===== config.mk =====
export PLATFORM = sky130hd
export DESIGN_NAME = palette_mixer_ctrl
export DESIGN_NICKNAME = d
export VERILOG_FILES = /design/src/rtl/palette_mixer_pkg.sv /design/src/rtl/layer_priority_sel.sv /design/src/rtl/palette_mixer_ctrl.sv
export SDC_FILE = /design/constraint.sdc
export NUM_CORES = 1
export LEC_CHECK = 0
export CAP_MARGIN = 20
export CORE_ASPECT_RATIO = 1.4
export CORE_MARGIN = 1.5
export CORE_UTILIZATION = 45
export DETAILED_ROUTE_END_ITERATION = 6
export PLACE_DENSITY = 0.83
export SLEW_MARGIN = 25
export SYNTH_ARGS = -nofsm -noshare
export SYNTH_HDL_FRONTEND = slang
export SYNTH_SLANG_ARGS = --single-unit

===== constraint.sdc =====
create_clock -name Clk -period 3.1 [get_ports Clk]
set_input_delay 0.465 -clock Clk [delete_from_list [all_inputs] [get_ports Clk]]
set_output_delay 0.465 -clock Clk [all_outputs]
set_load 0.005 [all_outputs]

===== src/rtl/palette_mixer_pkg.sv =====
// ---------------------------------------------------------------------------
// palette_mixer_pkg
//   Shared definitions for the palette mixer slice.
//   - flash_state_e   : hit-flash FSM states (IDLE / ON / OFF)
//   - IDX_TRANSPARENT : palette index that marks a layer pixel as empty
//   - cnt_width()     : counter width helper, never returns less than 1 bit
// ---------------------------------------------------------------------------
package palette_mixer_pkg;

   typedef enum logic [1:0] {
      IDLE = 2'd0,
      ON   = 2'd1,
      OFF  = 2'd2
   } flash_state_e;

   localparam logic [2:0] IDX_TRANSPARENT = 3'd0;

   // $clog2 of 1 is 0, which would give a zero-width counter; clamp to 1.
   function automatic int cnt_width(input int n);
      return (n <= 1) ? 1 : $clog2(n);
   endfunction

endpackage


===== src/rtl/layer_priority_sel.sv =====
// ---------------------------------------------------------------------------
// layer_priority_sel
//   Combinational priority picker across the sprite layers. Layer 0 has the
//   highest priority; the first layer with a non-transparent index wins.
//   Ports:
//     layer_idx : NUM_LAYERS x 3-bit palette indices, layer i at [i*3 +: 3]
//     index     : winning palette index (IDX_TRANSPARENT when nothing hits)
//     layer     : winning layer number (0 when nothing hits)
//     hit       : 1 when at least one layer is non-transparent
// ---------------------------------------------------------------------------
module layer_priority_sel
   import palette_mixer_pkg::*;
#(
   parameter int NUM_LAYERS = 4,
   parameter int LAYER_W    = cnt_width(NUM_LAYERS)
) (
   input  logic [NUM_LAYERS*3-1:0] layer_idx,
   output logic [2:0]              index,
   output logic [LAYER_W-1:0]      layer,
   output logic                    hit
);

   // Walk from the lowest priority upwards so the last assignment made is
   // from the lowest-numbered non-transparent layer.
   always_comb begin
      index = IDX_TRANSPARENT;
      layer = '0;
      hit   = 1'b0;
      for (int i = NUM_LAYERS - 1; i >= 0; i--) begin
         if (layer_idx[i*3 +: 3] != IDX_TRANSPARENT) begin
            index = layer_idx[i*3 +: 3];
            layer = LAYER_W'(i);
            hit   = 1'b1;
         end
      end
   end

endmodule


===== src/rtl/palette_mixer_ctrl.sv =====
// ---------------------------------------------------------------------------
// palette_mixer_ctrl
//   Two-stage pixel mixer with a hit-flash effect on one sprite layer.
//   Stage 1 registers the winning layer/index, whose index addresses an
//   external combinational palette; stage 2 registers the final colour.
//   A frame-rate FSM blinks the flash layer to white for FLASH_BLINKS
//   ON phases of FLASH_FRAMES frames each.
//
//   Pipeline flow control: pixel_en is a qualifying strobe with no back
//   pressure. A pixel is accepted, and every pipeline register advances,
//   on exactly those Clk edges where pixel_en=1; with pixel_en=0 the whole
//   pipeline holds. The flash FSM runs on every Clk edge regardless.
//
//   Ports:
//     Clk, Reset_n            : clock, asynchronous active-low reset
//     pixel_en                : pipeline advance strobe
//     blank                   : 1 = active display, 0 = blanking
//     frame_start             : one-Clk pulse per frame
//     layer_idx               : NUM_LAYERS x 3-bit per-layer palette index
//     flash_req               : one-Clk pulse that (re)starts the flash
//     pal_select              : index to the external palette
//     pal_red/green/blue      : palette response to pal_select
//     Red/Green/Blue          : registered output pixel colour
//     flash_busy              : flash FSM not in IDLE
//     dbg_state/fcnt/bcnt     : flash FSM state and counters for observation
// ---------------------------------------------------------------------------
module palette_mixer_ctrl
   import palette_mixer_pkg::*;
#(
   parameter int         NUM_LAYERS   = 4,
   parameter int         FLASH_LAYER  = 1,
   parameter int         FLASH_FRAMES = 4,
   parameter int         FLASH_BLINKS = 3,
   parameter logic [7:0] BG_R         = 8'h00,
   parameter logic [7:0] BG_G         = 8'h00,
   parameter logic [7:0] BG_B         = 8'h40,
   localparam int        LAYER_W      = cnt_width(NUM_LAYERS),
   localparam int        FCNT_W       = cnt_width(FLASH_FRAMES),
   localparam int        BCNT_W       = cnt_width(FLASH_BLINKS + 1)
) (
   input  logic                    Clk,
   input  logic                    Reset_n,
   input  logic                    pixel_en,
   input  logic                    blank,
   input  logic                    frame_start,
   input  logic [NUM_LAYERS*3-1:0] layer_idx,
   input  logic                    flash_req,
   output logic [2:0]              pal_select,
   input  logic [7:0]              pal_red,
   input  logic [7:0]              pal_green,
   input  logic [7:0]              pal_blue,
   output logic [7:0]              Red,
   output logic [7:0]              Green,
   output logic [7:0]              Blue,
   output logic                    flash_busy,
   output flash_state_e            dbg_state,
   output logic [FCNT_W-1:0]       dbg_fcnt,
   output logic [BCNT_W-1:0]       dbg_bcnt
);

   // ------------------------------------------------------------------
   // Flash FSM
   // ------------------------------------------------------------------
   flash_state_e      state, state_d;
   logic [FCNT_W-1:0] fcnt, fcnt_d;
   logic [BCNT_W-1:0] bcnt, bcnt_d;

   always_ff @(posedge Clk or negedge Reset_n) begin
      if (!Reset_n) begin
         state <= IDLE;
         fcnt  <= '0;
         bcnt  <= '0;
      end else begin
         state <= state_d;
         fcnt  <= fcnt_d;
         bcnt  <= bcnt_d;
      end
   end

   // flash_req is checked before frame_start so a coincident frame_start
   // is swallowed by the restart instead of advancing fcnt.
   always_comb begin
      state_d = state;
      fcnt_d  = fcnt;
      bcnt_d  = bcnt;
      case (state)
         IDLE: begin
            if (flash_req) begin
               state_d = ON;
               fcnt_d  = '0;
               bcnt_d  = '0;
            end
         end
         ON, OFF: begin
            if (flash_req) begin
               state_d = ON;
               fcnt_d  = '0;
               bcnt_d  = '0;
            end else if (frame_start) begin
               if (fcnt == FCNT_W'(FLASH_FRAMES - 1)) begin
                  fcnt_d = '0;
                  if (state == ON) begin
                     state_d = OFF;
                     bcnt_d  = bcnt + BCNT_W'(1);
                  end else if (bcnt == BCNT_W'(FLASH_BLINKS)) begin
                     state_d = IDLE;
                     bcnt_d  = '0;
                  end else begin
                     state_d = ON;
                  end
               end else begin
                  fcnt_d = fcnt + FCNT_W'(1);
               end
            end
         end
         default: begin
            state_d = IDLE;
            fcnt_d  = '0;
            bcnt_d  = '0;
         end
      endcase
   end

   assign flash_busy = (state != IDLE);
   assign dbg_state  = state;
   assign dbg_fcnt   = fcnt;
   assign dbg_bcnt   = bcnt;

   // ------------------------------------------------------------------
   // Stage 1: layer priority
   // ------------------------------------------------------------------
   logic [2:0]         sel_index;
   logic [LAYER_W-1:0] sel_layer;
   logic               sel_hit;

   layer_priority_sel #(
      .NUM_LAYERS (NUM_LAYERS),
      .LAYER_W    (LAYER_W)
   ) u_sel (
      .layer_idx (layer_idx),
      .index     (sel_index),
      .layer     (sel_layer),
      .hit       (sel_hit)
   );

   logic [2:0]         win_idx_q;
   logic [LAYER_W-1:0] win_layer_q;
   logic               hit_q;
   logic               blank_q;

   always_ff @(posedge Clk or negedge Reset_n) begin
      if (!Reset_n) begin
         win_idx_q   <= '0;
         win_layer_q <= '0;
         hit_q       <= 1'b0;
         blank_q     <= 1'b0;
      end else if (pixel_en) begin
         win_idx_q   <= sel_index;
         win_layer_q <= sel_layer;
         hit_q       <= sel_hit;
         blank_q     <= blank;
      end
   end

   assign pal_select = win_idx_q;

   // ------------------------------------------------------------------
   // Stage 2: colour select
   // ------------------------------------------------------------------
   logic [23:0] rgb_d;

   // The flash override keys on the winning layer only, so it applies even
   // when that layer is the default 0 of an all-transparent pixel.
   always_comb begin
      rgb_d = {BG_R, BG_G, BG_B};
      if (!blank_q) begin
         rgb_d = 24'h000000;
      end else if (state == ON && win_layer_q == LAYER_W'(FLASH_LAYER)) begin
         rgb_d = 24'hFFFFFF;
      end else if (hit_q) begin
         rgb_d = {pal_red, pal_green, pal_blue};
      end
   end

   always_ff @(posedge Clk or negedge Reset_n) begin
      if (!Reset_n) begin
         Red   <= '0;
         Green <= '0;
         Blue  <= '0;
      end else if (pixel_en) begin
         {Red, Green, Blue} <= rgb_d;
      end
   end

endmodule


==> impl_metrics.yaml <==
run_status:
  status: "complete, no violations"
synthesis:
  ys.flop_type: "dfrtp_1"
  synth_edf_count: 0
  synthArstFlopShare_pct: 100.0
  netlist_area_sq_mm: 0.001795
  synth.distinct_cells: 35
  yosysSeqAreaShare_pct: 51.57
  yosys_warnings: 0
  syn_inst: 170
  ys_ff_latch: 37
  avgSynthCellArea_sq_um: 10.56
  synth_fp_nets: 218
final_layout:
  fin_area_sq_mm: 0.002650
  nets: 289
  final.fill_count: 313
  final-instance-count-excl-fill: 285
  num_antenna_cells: 0
  final_common_cell: "clkdlybuf4s50_1"
  utilization_pct: 68.21
  layout_common_cells: "clkdlybuf4s50_1, dfrtp_1, a21oi_1"
  synthToLayoutAreaGrowth_pct: 47.60
  drive_gt1_share_pct: 5.785
grt:
  grt_max_degree: 38
  grt_use_total_pct: 20.94
  grt_pass1_wl_um: 7113
  grt_pass1_vias: 1602
  grt-ovfl-total: 0
  antenna_found_initial: 0
floorplan:
  die_area_sq_mm: 0.004383
  row_count: 27
  die_h_um: 77.74
  core_sq_mm: 0.003885
  ios: 76
  chipWidth_um: 56.39
  start_util_pct: 46.22
worst_setup_path:
  path_max_fanout: 11
  cp-end-kind: "output port"
  r2r_start: "dbg_state[1]$_DFFE_PN0P_"
  worstSetupStartpoint: "dbg_state[0]$_DFFE_PN0P_"
  cp.required_ns: 2.63
  arrival_ns: 1.71
  critPathLaunchType: "flip-flop"
  critical_path_class: "flip-flop to output port"
route:
  met2WireLength_um: 2121
  viasPerCell: 5.604
  wirelength_um: 4173
  highest_layer: "met4"
  ant_nets: 0
  met3WireLength_um: 195
  dr.pass1.iters: 4
  drt-met1-wl_um: 1750
  route.detailed.wl_per_inst_um: 14.64
  vias: 1597
  drc: 0
  drtIter0Drc: 18
timing:
  slew_headroom_pct: 44.99
  rsz0062_at_grt: "no"
  setup_viol: 0
  finalCriticalPeriod_ns: 2.172
  tightest_slew_ns: 0.8252
  finalClockSkew_ns: 0.004215
  fmax_mhz: 460.5
  final.setup.tns_ns: 0
  hold_viol: 0
  slew_viol_final: 0
  post-route-period-util_pct: 70.05
power_and_ir_drop:
  pwr-share-seq_pct: 42.7
  clock_power_share_pct: 27.5
  power_frac_comb_pct: 29.9
  powerDensity_mw_per_mm2: 509.5
  power_switching_w: 0.0003891
  power_switching_share_pct: 28.82
  peakVddDrop_mv: 0.4363
  leakage_nw: 1.086
  p_int_w: 0.0009611
  fin_total_pwr_w: 0.001350
placed_design:
  portBuffers: 75
  postPlaceCellArea_sq_mm: 0.002549
  hpwl_um: 3004
  gp_congestion: 0.7983
  placed_cells: 277
clock_network:
  cts_tree: "done"
  clk_pin_slew_ns: 0.07
  cts_setup_buffers: 0
  cts_sinks: 37
  holdBufCountCts: 0
  insertion_delay_ns: 0.29
  cts-resized-gates: 0
  cts-root-buf: "clkbuf_8"
  numCtsBuffers: 5
  htreeDepth: 2
  clk_path_buf_depth: 2
hold_path:
  min_path_type: "input port to async pin"
run:
  max_cap_viol_count: 0
synth_stat cells, types with 4 or more instances:
library cell	number	area [sq um]
inv_1	7	26.28
nor2_1	8	30.03
a21oi_1	29	145.1
nor3b_1	4	30.03
buf_2	4	20.02
a31oi_1	4	25.02
ha_1	6	75.07
o21ai_0	4	20.02
clkbuf_1	7	26.28
o2bb2ai_1	23	201.4
dfrtp_1	37	925.9
through the flow:
step | hold WS (ns) | worst slack (ns)
after floorplan | 0.1694 | 1.508
after global placement | 0.4565 | 0.8491
after detailed placement | 0.4693 | 0.8130
after CTS | 0.2766 | 0.9017
after global routing | 0.3290 | 0.8047
final | 0.2582 | 0.9284
metal layers:
metal | vias to the layer above | global-route usage [%]
met2 | 54 | 34.82
li1 | 780 | -
met3 | 8 | 4.667
met1 | 755 | 24.97
met4 | 0 | 11.19
met5 | - | 0
worst paths after layout:
path	to	slack [ns]	cells after the start
min in group Clk	win_layer_q[1]$_DFFE_PN0P_	0.48	2
worst min-delay path	Red[3]$_DFFE_PN0P_	0.26	1
max in group asynchronous	Green[4]$_DFFE_PN0P_	2.33	1
worst max-delay path	flash_busy	0.93	4
worst max register to register	Blue[4]$_DFFE_PN0P_	1.22	5
worst min register to register	win_layer_q[1]$_DFFE_PN0P_	0.48	2
state kept, by name, indices dropped and copies added, names as in the netlist:
register and count:
Green 8, win_layer_q 2, dbg_fcnt 2, hit_q 1
Red 8, Blue 8, pal_select 3, dbg_state 2
dbg_bcnt 2, blank_q 1
power groups by stage:
stage	logic, W	clock network [W]	registers [W]
after CTS	0.000409	0.000380	0.000577
after global placement	0.000399	0	0.000585
after global routing	0.000446	0.000393	0.000584
after floorplan	0.000190	0	0.000581
after detailed placement	0.000409	0	0.000585
final	0.000403	0.000371	0.000576
cell families after synthesis:
group	synth area share, %
adder cells (fa/ha/maj)	4.181
AO/OA/AOI/OAI	28.92
AND/OR/NAND/NOR	10.04
multiplexers	0.6271
buffers and inverters	4.670
flip-flops	51.57
critical path, cell delays in order (launching register included):
cell and delay [ns]:
dfrtp_1 0.42, inv_1 0.09, ha_1 0.32, inv_1 0.09
clkdlybuf4s50_1 0.49
layout make-up:
type	instances	area (sq um)	area share, %
Clock buffer	7	96.34	3.636
Tap cell	43	53.80	2.030
Multi-Input combinational cell	113	785.8	29.65
Timing Repair Buffer	76	753.2	28.42
Clock inverter	1	5.005	0.1889
Inverter	8	30.03	1.133
Sequential cell	37	925.9	34.94
Power figures use the tool's default switching activity.
